[config.mk]
export PLATFORM = sky130hd
export DESIGN_NAME = fuel_gauge
export DESIGN_NICKNAME = d
export VERILOG_FILES = /design/src/rtl/fuel_gauge.sv
export SDC_FILE = /design/constraint.sdc
export NUM_CORES = 1
export LEC_CHECK = 0
export ABC_CLOCK_PERIOD_IN_PS = 4500
export CAP_MARGIN = 20
export CELL_PAD_IN_SITES_DETAIL_PLACEMENT = 1
export CELL_PAD_IN_SITES_GLOBAL_PLACEMENT = 2
export CORE_MARGIN = 2
export CORE_UTILIZATION = 31
export CTS_CLUSTER_DIAMETER = 100
export DETAILED_ROUTE_END_ITERATION = 8
export GPL_TIMING_DRIVEN = 1
export PLACE_DENSITY_LB_ADDON = 0.1
export SYNTH_ARGS = -nofsm -noshare
export SYNTH_HDL_FRONTEND = slang
export SYNTH_SLANG_ARGS = --single-unit
[constraint.sdc]
create_clock -name clk -period 4.5 [get_ports clk]
set_clock_uncertainty 0.1 [all_clocks]
set_input_delay 0.675 -clock clk [delete_from_list [all_inputs] [get_ports clk]]
set_output_delay 0.675 -clock clk [all_outputs]
set_load 0.05 [all_outputs]
[src/rtl/fuel_gauge.sv]
// fuel_gauge: fuel bookkeeping downstream of the fuel/collision arbiter.
// Drains fuel on a frame-count schedule, refills on pickup pulses and
// subtracts a penalty on each accepted collision. It then drives the HUD
// fuel bar, the low-fuel warning and game over.
// Optional feature macro: FUEL_GAUGE_BLINK_EN (lowFuel blinks instead of steady).
module fuel_gauge #(
    parameter int unsigned FUEL_W       = 8,
    parameter int unsigned FUEL_MAX     = 200,
    parameter int unsigned REFILL       = 40,
    parameter int unsigned DRAIN_FRAMES = 15,
    parameter int unsigned PENALTY      = 20,
    parameter int unsigned GRACE_FRAMES = 60,
    parameter int unsigned LOW_THRESH   = 40
) (
    input  logic              clk,
    input  logic              resetN,
    input  logic              startOfFrame,
    input  logic              gameStart,
    input  logic              fuelPickup,
    input  logic              collision,
    output logic [FUEL_W-1:0] fuelLevel,
    output logic              fuelEmpty,
    output logic              lowFuel,
    output logic              penaltyPulse
);

    localparam int unsigned FRAME_W = (DRAIN_FRAMES > 1) ? $clog2(DRAIN_FRAMES) : 1;
    localparam int unsigned GRACE_W = (GRACE_FRAMES > 1) ? $clog2(GRACE_FRAMES) : 1;
    localparam int unsigned SUM_W   = FUEL_W + 2;

    localparam logic [FRAME_W-1:0] FRAME_LAST = FRAME_W'(DRAIN_FRAMES - 1);
    localparam logic [GRACE_W-1:0] GRACE_LOAD = GRACE_W'(GRACE_FRAMES - 1);
    localparam logic [FUEL_W-1:0]  LEVEL_MAX  = FUEL_W'(FUEL_MAX);
    localparam logic [FUEL_W-1:0]  LEVEL_LOW  = FUEL_W'(LOW_THRESH);

    localparam logic signed [SUM_W-1:0] MAX_S     = SUM_W'(FUEL_MAX);
    localparam logic signed [SUM_W-1:0] REFILL_S  = SUM_W'(REFILL);
    localparam logic signed [SUM_W-1:0] PENALTY_S = SUM_W'(PENALTY);
    localparam logic signed [SUM_W-1:0] ONE_S     = SUM_W'(1);

    typedef enum logic [1:0] {
        IDLE,
        RUN,
        GRACE,
        EMPTY
    } state_t;

    state_t             state, state_nx;
    logic [FUEL_W-1:0]  level_nx;
    logic [FRAME_W-1:0] frame_cnt, frame_nx;
    logic [GRACE_W-1:0] grace_cnt, grace_nx;
    logic               empty_nx;
    logic               pen_nx;
    logic               coll_q;

    logic               active;
    logic               drain;
    logic               accepted;
    logic signed [SUM_W-1:0] lvl_ext;
    logic signed [SUM_W-1:0] sum;
    logic [FUEL_W-1:0]  clamped;
    logic               in_low;

    // State and datapath registers; everything returns to its idle/full values on reset.
    always_ff @(posedge clk or negedge resetN) begin
        if (!resetN) begin
            state        <= IDLE;
            fuelLevel    <= LEVEL_MAX;
            frame_cnt    <= '0;
            grace_cnt    <= '0;
            fuelEmpty    <= 1'b0;
            penaltyPulse <= 1'b0;
            coll_q       <= 1'b0;
        end else begin
            state        <= state_nx;
            fuelLevel    <= level_nx;
            frame_cnt    <= frame_nx;
            grace_cnt    <= grace_nx;
            fuelEmpty    <= empty_nx;
            penaltyPulse <= pen_nx;
            coll_q       <= collision;
        end
    end

    // Next-state logic: drain/refill/penalty arithmetic, clamping and state transitions.
    always_comb begin
        state_nx = state;
        level_nx = fuelLevel;
        frame_nx = frame_cnt;
        grace_nx = grace_cnt;
        empty_nx = fuelEmpty;
        pen_nx   = 1'b0;
        drain    = 1'b0;
        accepted = 1'b0;
        lvl_ext  = '0;
        sum      = '0;
        clamped  = '0;

        active = (state == RUN) || (state == GRACE);

        // Frame counter wraps and drains one unit on the same cycle.
        if (active && startOfFrame) begin
            if (frame_cnt == FRAME_LAST) begin
                frame_nx = '0;
                drain    = 1'b1;
            end else begin
                frame_nx = frame_cnt + 1'b1;
            end
        end

        // Only a fresh rising edge while fully vulnerable counts as a crash.
        accepted = (state == RUN) && collision && !coll_q;

        // Signed headroom lets the penalty go below zero before clamping.
        lvl_ext = signed'({2'b00, fuelLevel});
        sum     = lvl_ext
                + (fuelPickup ? REFILL_S  : '0)
                - (drain      ? ONE_S     : '0)
                - (accepted   ? PENALTY_S : '0);
        if (sum[SUM_W-1]) begin
            clamped = '0;
        end else if (sum > MAX_S) begin
            clamped = LEVEL_MAX;
        end else begin
            clamped = sum[FUEL_W-1:0];
        end

        case (state)
            IDLE, EMPTY: begin
                if (gameStart) begin
                    state_nx = RUN;
                    level_nx = LEVEL_MAX;
                    frame_nx = '0;
                    grace_nx = '0;
                    empty_nx = 1'b0;
                end
            end
            RUN, GRACE: begin
                if (gameStart) begin
                    state_nx = RUN;
                    level_nx = LEVEL_MAX;
                    frame_nx = '0;
                    grace_nx = '0;
                    empty_nx = 1'b0;
                end else begin
                    level_nx = clamped;
                    pen_nx   = accepted;
                    if (clamped == '0) begin
                        state_nx = EMPTY;
                        empty_nx = 1'b1;
                    end else if (accepted) begin
                        state_nx = GRACE;
                        grace_nx = GRACE_LOAD;
                    end else if (state == GRACE && startOfFrame) begin
                        if (grace_cnt == '0) begin
                            state_nx = RUN;
                        end else begin
                            grace_nx = grace_cnt - 1'b1;
                        end
                    end
                end
            end
            default: begin
                state_nx = IDLE;
            end
        endcase
    end

    // Low-fuel region is only meaningful while a run is in progress.
    always_comb begin
        in_low = ((state == RUN) || (state == GRACE))
              && (fuelLevel != '0)
              && (fuelLevel <= LEVEL_LOW);
    end

`ifdef FUEL_GAUGE_BLINK_EN
    logic       blink;
    logic [2:0] blink_cnt;

    // Blink phase: held visible outside the low region, toggles every 8th frame inside it.
    always_ff @(posedge clk or negedge resetN) begin
        if (!resetN) begin
            blink     <= 1'b1;
            blink_cnt <= '0;
        end else if (!in_low) begin
            blink     <= 1'b1;
            blink_cnt <= '0;
        end else if (startOfFrame) begin
            blink_cnt <= blink_cnt + 1'b1;
            if (blink_cnt == 3'd7) begin
                blink <= ~blink;
            end
        end
    end

    // Warning is gated by the blink phase.
    always_comb begin
        lowFuel = in_low & blink;
    end
`else
    // Steady warning.
    always_comb begin
        lowFuel = in_low;
    end
`endif

endmodule
Yosys cells after proc, flatten, opt, wreduce, memory -nomap -nowiden
Cells that the tools add are included.

Word-level logic and storage cells: 78. Register bits after elaboration: 23.

Multiplexer cells: 34. Reduce and logical (&&, ||, !) cells: 18. Equality and inequality tests: 12. Order comparisons: 2. $add $sub $neg: 5.

Operators with widths (number): $mux W6 (7); $mux W8 (4); $mux W4 (4); $pmux W8 S2 (1); $mux W2 (6); $pmux W6 S2 (1); $gt A10 B9 Y1 const B (1); $ne A5 B5 Y1 const B (2); $sub A10 B5 Y10 (1); $sub A9 B1 Y10 (1); $add A8 B6 Y9 (1); $le A8 B6 Y1 const B (1); $logic_not A8 Y1 (1); $mux W1 (8); $ne A4 B4 Y1 const B (2); $reduce_bool A8 Y1 (1); $logic_and A1 B1 Y1 (6); $logic_not A6 Y1 (1); $ne A3 B3 Y1 const B (2); $sub A6 B1 Y6 const B (1); $mux W5 (1); $add A4 B1 Y4 const B (1); $eq A2 B2 Y1 const B (2); $eq A4 B4 Y1 const B (1); 13 further kinds (14).

Logic depth before layout (Yosys ltp)
Gate-level depths: netlist of the first run.

Word-level depth: 14. Gate-level depth with buffers: 18. Depth with buffers taken out: 16.

Worst setup path after synthesis of the first run
No wires, ideal clock.

Path type: in2reg. Start point: input port collision. End point: register grace_cnt[0]. Arrival: 3715 ps. Library setup time: 99 ps. Stages on the path: 13. Required time: 4301 ps. Path slack: 585 ps. Cells stage by stage: nand2_1 or2_2 buf_6 inv_2 ha_1 fa_1 inv_1 fa_1 or3_1 or4_4 nor4b_4 nor3_2 a311oi_1.

Cells in the longest elaborated chain, start to end: 10. Elaborated cells on any way between the ends: 16. Those cells by class: add/sub (1); order compare (1); eq/ne (3); mux (7); reduce/logical (4).

Ends and longest elaborated chain: from (decl) (RTL line 20) `input logic collision,`; $logic_and A1 B1 Y1 (*) (2 in a row) (RTL line 112) `accepted = (state == RUN) && collision && !coll_q;`; $mux W5 (RTL line 119) `- (accepted ? PENALTY_S : '0);`; $sub A10 B5 Y10 (RTL line 119); $gt A10 B9 Y1 (RTL line 122) `end else if (sum > MAX_S) begin`; $mux W8 (RTL line 122); $mux W8 (RTL line 120) `if (sum[SUM_W-1]) begin`; $logic_not A8 Y1 (RTL line 148) `if (clamped == '0) begin`; $ne A3 B3 Y1 (no source line); $reduce_and A4 Y1 (no source line); to (signal assigned) (RTL line 78) `grace_cnt <= grace_nx;`; to (decl) (RTL line 51) `logic [GRACE_W-1:0] grace_cnt, grace_nx;`.

Mark *: on every way between the ends. The rest lies on a longest branch, timed or not. The select of a mux whose other input is x is not followed. A chain may end at the register's enable or synchronous reset.

Worst setup path after layout of the first run
Ends and elaborated chain as after synthesis.

==> impl_metrics.json, run 1 <==
{
  "critPathArrivalTime_ns": 4.30,
  "numCtsBuffers": 3,
  "cp_max_fo": 10,
  "met1_usage_pct": 21.6,
  "synthFlopType": "dfrtp_1",
  "rsz0062_at_grt": "false",
  "cts_tree": "done",
  "final_cell_mix": "inv_1, a21oi_1, dfrtp_1",
  "grt_use_met3_pct": 2.83,
  "drive_above_1_share_pct": 12.8,
  "wl_per_cell_um": 15.7,
  "setup_viol": 0,
  "slew_violations": 0,
  "placed_cells": 294,
  "syn2layout_area_growth_pct": 19.4,
  "overflow": 0,
  "p_int_w": 0.000746,
  "cts_resized": 0,
  "cts.sinks": 23,
  "antenna_cells": 0,
  "port_buffers": 16,
  "grt_antenna_before_repair": 0,
  "yosysTopAreaCell": "dfrtp_1",
  "ios": 17,
  "seqPwrFrac_pct": 21.4,
  "firstDrtPassIters": 4,
  "syn-cell-area_sq_um": 1770,
  "die_w_um": 79.7,
  "grtUsageMet2_pct": 27.7,
  "cts-root-buf": "clkbuf_8",
  "die-area_sq_um": 6340,
  "grtUsageTotal_pct": 16.2,
  "powerDensity_nw_per_um2": 691,
  "final_area_sq_um": 2120,
  "fin_crit_sh_pct": 94.1,
  "power.switching_w": 0.000718,
  "busiest_layer": "met2",
  "final_cells": 299,
  "hpwl_mm": 3.72,
  "final_util_pct": 38.5,
  "hold_class": "flop to flop",
  "required_ns": 4.57,
  "clock_latency_ns": 0.27,
  "ant_nets": 0,
  "rows": 27,
  "drc": 0,
  "grt_pass1_vias": 1657,
  "synthCells": 205,
  "maxCapViolCount": 0,
  "netlist.area_leader.share_pct": 28.2,
  "cts.path.max_buffers": 2,
  "postCtsSetupBuffers": 0,
  "htree_levels": 1,
  "grt_max_degree": 24,
  "core_area_sq_um": 5510,
  "vias_per_cell": 5.13,
  "layout_min_cycle_time_ns": 4.23,
  "vias": 1535,
  "fill_cells": 660,
  "die_h_um": 79.7,
  "ctsHoldBuffers": 0,
  "worstSetupPathType": "primary input to flop",
  "ys_types": 52,
  "wl_mm": 4.71,
  "synthTopCellsByArea": "dfrtp_1, ha_1, a21oi_1",
  "synth-edff-count": 0,
  "slew_headroom_pct": 60.7,
  "p_leak_nw": 0.939,
  "crit_path_end_kind": "flop",
  "p_sw_share_pct": 49.0,
  "hold_viol": 0,
  "start_util_pct": 32.2,
  "postSynth.asyncResetShare_pct": 100,
  "total_power_w": 0.00146,
  "place.gp.congestion": 0.781,
  "clk_pin_slew_ns": 0.09,
  "ys_warn_count": 0,
  "synth.avg_cell_area_sq_um": 8.65,
  "fmax_mhz": 236,
  "tightest_slew_ns": 0.587,
  "start_kind": "primary input",
  "p_clk_share_pct": 9.1,
  "ys_seq_area_share_pct": 32.7,
  "ys_ff_latch": 23,
  "status": "finished clean",
  "synthesis.nets": 232,
  "drt_iter0_markers": 27,
  "peakVddDrop_mv": 0.234,
  "final_common_cell": "inv_1",
  "combPwrFrac_pct": 69.4,
  "placed_area_sq_um": 2050,
  "grt_first_pass_wirelength_mm": 8.11,
  "num-nets-final": 255
}
==> final cells by class <==
| class | count | area, sq um | share of cell area (%) |
|---|---|---|---|
| multi-input cells | 152 | 1070 | 50.7 |
| inverters | 24 | 90.1 | 4.25 |
| flip-flops and latches | 23 | 579 | 27.3 |
| clock buffers | 3 | 41.3 | 1.95 |
| repair buffers | 24 | 238 | 11.2 |
| clock inverters | 1 | 5.00 | 0.236 |
| well taps | 72 | 90.1 | 4.25 |
==> synthesized netlist by cell type, types with 2 or more instances <==
master and n:
nand3_1 3, nor2_1 15, o21bai_1 2, or4b_1 2, o31ai_1 5, inv_1 23, nor3_1 5, nor4_1 2
nand2_1 19, fa_1 3, o21ai_0 11, clkbuf_1 4, nand3b_1 2, nand2b_1 3, or3_1 4, a31o_2 2
o21a_1 2, ha_1 18, xnor2_1 2, nor2b_1 2, or2_2 3, a311oi_1 2, dfstp_2 3, dfrtp_1 20
a21oi_1 20, a211oi_1 2
==> cell families after synthesis <==
family / count (synthesis) / synth area share (%)
DFF: 23 / 32.7
muxes: 1 / 0.564
buffers and inverters: 30 / 6.77
adders and majority gates: 21 / 16.1
and+or+nand+nor: 72 / 23.2
xor gates and xnor gates: 3 / 1.48
AOI/OAI and AO/OA: 55 / 19.3
==> registers in the layout, summed over array words and instances (netlist names) <==
| register | count |
|---|---|
| penaltyPulse | 1 |
| coll_q | 1 |
| state | 2 |
| frame_cnt | 4 |
| fuelEmpty | 1 |
| fuelLevel | 8 |
| grace_cnt | 6 |
==> power groups by stage <==
stage | clock, W | combinational [W] | sequential (W)
after global routing | 0.000151 | 0.00113 | 0.000321
after floorplan | 0 | 0.000680 | 0.000368
after detailed placement | 0 | 0.00102 | 0.000316
after global placement | 0 | 0.000985 | 0.000311
after CTS | 0.000142 | 0.00103 | 0.000313
final | 0.000134 | 0.00102 | 0.000314
==> worst max-delay path: stages <==
cell             delay (ns)
clkdlybuf4s50_1        0.47
nand2_1                0.05
or2_2                  0.29
inv_2                  0.09
ha_1                   0.16
fa_1                   0.40
inv_1                  0.12
fa_1                   0.44
or3_1                  0.40
or4_4                  0.43
nor4b_4                0.31
nor3_2                 0.15
a311oi_1               0.32
==> metrics by stage <==
stage,setup WS [ns],hold WS (ns),TNS [ns]
finish,0.267,0.428,0
global route,0.0912,0.457,0
CTS,0.253,0.428,0
detailed placement,-0.0219,0.405,-0.0219
global placement,0.0955,0.390,0
floorplan,0.585,0.279,0
==> routing by layer <==
layer	wire, um	up-vias	share of wire [%]
met5	0	-	0
met3	69	2	1.5
met2	2390	11	51
li1	-	761	-
met4	19	0	0.40
met1	2230	761	47
==> final timing paths <==
kind	slack, ns	end	depth (start not counted)	start
max reg2reg	0.48	grace_cnt[0]$_DFFE_PN0P_	14	state[1]$_DFFE_PN0P_
max	0.27	grace_cnt[0]$_DFFE_PN0P_	13	collision
min reg2reg	0.43	fuelEmpty$_DFFE_PN0P_	1	fuelEmpty$_DFFE_PN0P_
max in group asynchronous	3.29	fuelLevel[6]$_DFFE_PN1P_	2	resetN
min in group asynchronous	0.52	fuelLevel[4]$_DFFE_PN0P_	1	resetN
min	0.43	fuelEmpty$_DFFE_PN0P_	1	fuelEmpty$_DFFE_PN0P_
Power figures use the tool's default switching activity.
==> run 2, diff against run 1 <==
--- a/config.mk
+++ b/config.mk
@@ -5,7 +5,7 @@
 export SDC_FILE = /design/constraint.sdc
 export NUM_CORES = 1
 export LEC_CHECK = 0
-export ABC_CLOCK_PERIOD_IN_PS = 4500
+export ABC_CLOCK_PERIOD_IN_PS = 3650
 export CAP_MARGIN = 20
 export CELL_PAD_IN_SITES_DETAIL_PLACEMENT = 1
 export CELL_PAD_IN_SITES_GLOBAL_PLACEMENT = 2
@@ -14,6 +14,7 @@
 export CTS_CLUSTER_DIAMETER = 100
 export DETAILED_ROUTE_END_ITERATION = 8
 export GPL_TIMING_DRIVEN = 1
+export MAX_ROUTING_LAYER = met4
 export PLACE_DENSITY_LB_ADDON = 0.1
 export SYNTH_ARGS = -nofsm -noshare
 export SYNTH_HDL_FRONTEND = slang
==> constraint.sdc (replaced) <==
create_clock -name clk -period 3.65 [get_ports clk]
set_clock_uncertainty 0.1 [all_clocks]
set_input_delay 0.5475 -clock clk [delete_from_list [all_inputs] [get_ports clk]]
set_output_delay 0.5475 -clock clk [all_outputs]
set_load 0.05 [all_outputs]
==> run 2 against run 1 <==
Compared with the run above: the run now ends with negative setup slack left; die area unchanged; non-clock buffer count increased by 33; sequential share of layout area decreased by 5.6 points; clock power increased by 23%; highest routed layer unchanged.
==> impl_metrics.json, run 2 (synthesis gave the netlist of run 1 again) <==
{
  "slew_headroom_pct": 66.2,
  "powerDensity_nw_per_um2": 949,
  "syn2layout_area_growth_pct": 49.9,
  "core_area_sq_um": 5510,
  "start_kind": "flop",
  "cp_max_fo": 5,
  "required_ns": 3.72,
  "firstDrtPassIters": 4,
  "largest_reg_flops": 8,
  "path_buf_inv": 4,
  "overflow": 0,
  "cts.sinks": 23,
  "ant_nets": 0,
  "maxCapViolCount": 0,
  "cts.path.max_buffers": 2,
  "grt_antenna_before_repair": 0,
  "grt_pass1_vias": 1833,
  "vias": 1707,
  "htree_levels": 1,
  "layout_min_cycle_time_ns": 3.87,
  "final_common_cell": "buf_4",
  "status": "finished with violations",
  "hold_viol": 0,
  "final_util_pct": 48.3,
  "top_register": "fuelLevel",
  "cts_tree": "done",
  "antenna_cells": 0,
  "cts-root-buf": "clkbuf_8",
  "fin_setup_tns_ns": -1.54,
  "tightest_slew_ns": 0.506,
  "fill_cells": 654,
  "ios": 17,
  "vias_per_cell": 5.13,
  "grt_max_degree": 22,
  "critPathArrivalTime_ns": 3.94,
  "reg_top3": "fuelLevel: 8 flops, grace_cnt: 6 flops, frame_cnt: 4 flops",
  "fmax_mhz": 258,
  "max_stage_delay_ns": 0.45,
  "port_buffers": 16,
  "grtUsageTotal_pct": 18.3,
  "start_util_pct": 32.2,
  "path_cells": "inv_2, ha_4, nand2_2, or2_4, inv_6, ha_4, fa_1, inv_2, fa_2, or3_4, or4_4, nor4b_4, buf_6, nor3_4, a311oi_2",
  "numCtsBuffers": 3,
  "rows": 27,
  "worstSetupPathType": "flop to flop",
  "cpLargestDelayFamily": "simple AND/OR/NAND/NOR gates",
  "die_w_um": 79.7,
  "setup_ws_ns": -0.221,
  "fin_crit_sh_pct": 106,
  "clk_pin_slew_ns": 0.09,
  "crit_path_end_kind": "flop",
  "hold_class": "flop to flop",
  "grt_first_pass_wirelength_mm": 8.91,
  "die-area_sq_um": 6340,
  "rsz0062_at_grt": "true",
  "drt_iter0_markers": 55,
  "violations": "negative setup slack",
  "die_h_um": 79.7,
  "num-nets-final": 289,
  "wl_per_cell_um": 16.2,
  "ctsHoldBuffers": 0,
  "p_leak_nw": 1.17,
  "critPathSlowestCell": "fa_2",
  "peakVddDrop_mv": 0.374,
  "drive_above_1_share_pct": 39.8,
  "clock_latency_ns": 0.26,
  "drc": 0,
  "wl_mm": 5.39,
  "place.gp.congestion": 0.782,
  "hpwl_mm": 3.84,
  "setup_viol": 10,
  "holdWs_ns": 0.411,
  "slew_violations": 0,
  "final_cell_mix": "buf_4, inv_1, dfrtp_1"
}
[run 2: worst reg2reg max path, stage by stage (launching register included)]
cell and delay (ns):
dfrtp_1 0.43, inv_2 0.10, ha_4 0.14, nand2_2 0.05, or2_4 0.25, inv_6 0.07
ha_4 0.12, fa_1 0.41, inv_2 0.09, fa_2 0.45, or3_4 0.39, or4_4 0.44
nor4b_4 0.27, buf_6 0.17, nor3_4 0.07, a311oi_2 0.25
[run 2: per-layer routing]
metal | global-route usage [%] | share of wire [%] | up-vias
li1 | - | - | 835
met1 | 23.0 | 46 | 849
met2 | 32.2 | 51 | 19
met3 | 2.38 | 1.6 | 4
met4 | 2.76 | 0.85 | 0
met5 | - | 0 | -
[run 2: final cells by class]
| cell class | count | area, sq um | share of cell area, % |
|---|---|---|---|
| multi-input combinational | 153 | 1340 | 50.2 |
| inverter | 24 | 95.1 | 3.58 |
| tap | 72 | 90.1 | 3.39 |
| clock inverter | 1 | 5.00 | 0.188 |
| timing repair buffer | 57 | 513 | 19.3 |
| clock buffer | 3 | 41.3 | 1.55 |
| sequential | 23 | 579 | 21.8 |
[run 2: stage by stage]
stage	std cells	total power, W	instance area [sq um]	setup slack, ns
after global routing	333	0.00273	2660	-0.345
final	333	0.00252	2660	-0.221
after global placement	316	0.00182	2250	-0.539
after floorplan	205	0.00132	1810	-0.100
after CTS	330	0.00242	2540	-0.308
after detailed placement	316	0.00188	2250	-0.621
[run 2: final timing paths]
| path | startpoint | end | slack, ns | cells after the start |
|---|---|---|---|---|
| setup / recovery | state[1]$_DFFE_PN0P_ | grace_cnt[3]$_DFFE_PN0P_ | -0.22 | 15 |
| hold / removal | fuelEmpty$_DFFE_PN0P_ | fuelEmpty$_DFFE_PN0P_ | 0.41 | 1 |
| setup reg to reg | state[1]$_DFFE_PN0P_ | grace_cnt[3]$_DFFE_PN0P_ | -0.22 | 15 |
| hold reg to reg | fuelEmpty$_DFFE_PN0P_ | fuelEmpty$_DFFE_PN0P_ | 0.41 | 1 |
| max in group asynchronous | resetN | fuelLevel[3]$_DFFE_PN1P_ | 2.37 | 3 |
| min in group asynchronous | resetN | fuelLevel[4]$_DFFE_PN0P_ | 0.45 | 1 |
[run 2: report_power, final]
part / total (W) / switching [W] / internal, W / leakage (nW)
clock network: 0.000165 / 0.0000892 / 0.0000763 / 0.0255
logic: 0.00198 / 0.00102 / 0.000958 / 0.847
registers: 0.000381 / 0.0000581 / 0.000323 / 0.298
total: 0.00252 / 0.00117 / 0.00136 / 1.17
[run 2: repair_timing]
item | 4_1_cts | 5_1_grt
pin swaps | 24 | 20
setup buffers | 9 | 3
endpoints found under the hold margin | 0 | 0
endpoints found under the setup margin | 14 | 16
gates cloned | 1 | 0
resized for setup | 41 | 18
==> run 3, diff against run 2 <==
--- a/config.mk
+++ b/config.mk
@@ -5,7 +5,7 @@
 export SDC_FILE = /design/constraint.sdc
 export NUM_CORES = 1
 export LEC_CHECK = 0
-export ABC_CLOCK_PERIOD_IN_PS = 3650
+export ABC_CLOCK_PERIOD_IN_PS = 4500
 export CAP_MARGIN = 20
 export CELL_PAD_IN_SITES_DETAIL_PLACEMENT = 1
 export CELL_PAD_IN_SITES_GLOBAL_PLACEMENT = 2
@@ -16,6 +16,7 @@
 export GPL_TIMING_DRIVEN = 1
 export MAX_ROUTING_LAYER = met4
 export PLACE_DENSITY_LB_ADDON = 0.1
+export SETUP_SLACK_MARGIN = 0.1
 export SYNTH_ARGS = -nofsm -noshare
 export SYNTH_HDL_FRONTEND = slang
 export SYNTH_SLANG_ARGS = --single-unit
==> constraint.sdc (replaced) <==
create_clock -name clk -period 4.5 [get_ports clk]
set_clock_uncertainty 0.1 [all_clocks]
set_input_delay 0.675 -clock clk [delete_from_list [all_inputs] [get_ports clk]]
set_output_delay 0.675 -clock clk [all_outputs]
set_load 0.05 [all_outputs]
==> run 3 against run 2 <==
Compared with the run above: the flow now finishes without violations; final cell count fell by 10%; non-clock buffer count fell by 33; sequential share of layout area rose by 5.5 points; die area did not move; via count fell by 9.9%; hold slack improved by 0.011 ns; global-route usage fell by 1.8 points; final area fell by 20%; sequential cell count did not move; register-to-register slack improved by 0.71 ns; wire length fell by 13%; largest power group unchanged; highest routed layer unchanged.
==> impl_metrics.json, run 3 (synthesis gave the netlist of run 1 again) <==
{
  "die_w_um": 79.7,
  "die_h_um": 79.7,
  "grtUsageTotal_pct": 16.6,
  "htree_levels": 1,
  "cts.path.max_buffers": 2,
  "tightest_slew_ns": 0.587,
  "numCtsBuffers": 3,
  "place.gp.congestion": 0.792,
  "layout_min_cycle_time_ns": 4.23,
  "start_util_pct": 32.2,
  "grt_pass1_vias": 1667,
  "postCtsSetupBuffers": 0,
  "rsz0062_at_grt": "true",
  "critPathSlowestCell": "clkdlybuf4s50_1",
  "drt_iter0_markers": 26,
  "ctsHoldBuffers": 0,
  "path_cells": "clkdlybuf4s50_1, nand2_1, or2_2, inv_2, ha_1, fa_1, inv_1, fa_1, or3_1, or4_4, nor4b_4, nor3_2, a311oi_1",
  "firstDrtPassIters": 4,
  "status": "finished clean",
  "vias": 1538,
  "cpLargestDelayFamily": "simple AND/OR/NAND/NOR gates",
  "hold_start": "fuelEmpty$_DFFE_PN0P_",
  "final_area_sq_um": 2120,
  "core_area_sq_um": 5510,
  "antenna_cells": 0,
  "ios": 17,
  "die-area_sq_um": 6340,
  "largest_reg_flops": 8,
  "drc": 0,
  "syn2layout_area_growth_pct": 19.5,
  "final_common_cell": "inv_1",
  "fin_setup_tns_ns": 0,
  "cts_resized": 0,
  "hold_class": "flop to flop",
  "fin_crit_sh_pct": 94.1,
  "r2r_slack_ns": 0.49,
  "placed_area_sq_um": 2050,
  "reg_top3": "fuelLevel: 8 flops, grace_cnt: 6 flops, frame_cnt: 4 flops",
  "crit_start": "collision",
  "cp_max_fo": 10,
  "setup_ws_ns": 0.266,
  "vias_per_cell": 5.14,
  "path_buf_inv": 3,
  "grt_antenna_before_repair": 0,
  "max_stage_delay_ns": 0.47,
  "required_ns": 4.57,
  "port_buffers": 16,
  "total_power_w": 0.00146,
  "ant_nets": 0,
  "cts_tree": "done",
  "clk_pin_slew_ns": 0.09,
  "final_cell_mix": "inv_1, a21oi_1, dfrtp_1",
  "grt_max_degree": 24,
  "cts-root-buf": "clkbuf_8",
  "fmax_mhz": 236,
  "critPathArrivalTime_ns": 4.30,
  "wl_per_cell_um": 15.7,
  "rows": 27,
  "cts.sinks": 23,
  "grt_first_pass_wirelength_mm": 8.10,
  "slew_violations": 0,
  "slew_headroom_pct": 60.7,
  "overflow": 0,
  "num-nets-final": 255,
  "drive_above_1_share_pct": 12.8,
  "r2r-start": "state[1]$_DFFE_PN0P_",
  "setup_viol": 0,
  "peakVddDrop_mv": 0.234,
  "crit_path_end_kind": "flop",
  "cp_common_cell": "fa_1",
  "powerDensity_nw_per_um2": 690,
  "p_leak_nw": 0.940,
  "dp_worst_setup_slack_ns": -0.0219,
  "hpwl_mm": 3.72,
  "hold_viol": 0,
  "wl_mm": 4.70,
  "start_kind": "primary input",
  "clock_latency_ns": 0.27,
  "worstSetupPathType": "primary input to flop",
  "maxCapViolCount": 0,
  "top_register": "fuelLevel"
}
[run 3: cell types whose count changed in the layout (fill, tap and decap cells not counted), sizes merged]
cell,previous run,this run
buf,41,8
clkdlybuf4s50,15,16
dlygate4sd2,1,0
nor3,7,6
[run 3: per-stage QoR]
stage                     utilization (%)  hold slack [ns]  std cells
after floorplan                         -            0.279        205
after global placement               37.2            0.390        294
after detailed placement             37.2            0.405        294
after CTS                            38.0            0.428        298
after global routing                 38.5            0.457        299
final                                38.5            0.422        299
[run 3: layout make-up]
cell class              instances  area [sq um]
inverters                      24          90.1
well taps                      72          90.1
repair buffers                 24           240
fillers                       659          3390
flip-flops and latches         23           579
multi-input cells             152          1070
clock inverters                 1          5.00
clock buffers                   3          41.3
[run 3: power breakdown]
part           total (W)  internal, W  leakage [nW]  switching (W)
Combinational    0.00102     0.000423         0.616       0.000594
Clock           0.000133    0.0000619        0.0255      0.0000715
Sequential      0.000314     0.000262         0.298      0.0000518
Total            0.00146     0.000746         0.940       0.000717
[run 3: final timing paths]
kind	to	cells after the start
max in group asynchronous	fuelLevel[6]$_DFFE_PN1P_	2
hold / removal	fuelEmpty$_DFFE_PN0P_	1
min in group asynchronous	fuelLevel[4]$_DFFE_PN0P_	1
setup reg to reg	grace_cnt[0]$_DFFE_PN0P_	14
setup / recovery	grace_cnt[0]$_DFFE_PN0P_	13
hold reg to reg	fuelEmpty$_DFFE_PN0P_	1
[run 3: layer usage]
layer	GRT usage, %	routed length, um	part of all wire [%]
met1	21.6	2190	47
met3	2.49	69	1.5
met4	3.10	19	0.40
met5	-	0	0
met2	27.6	2410	51
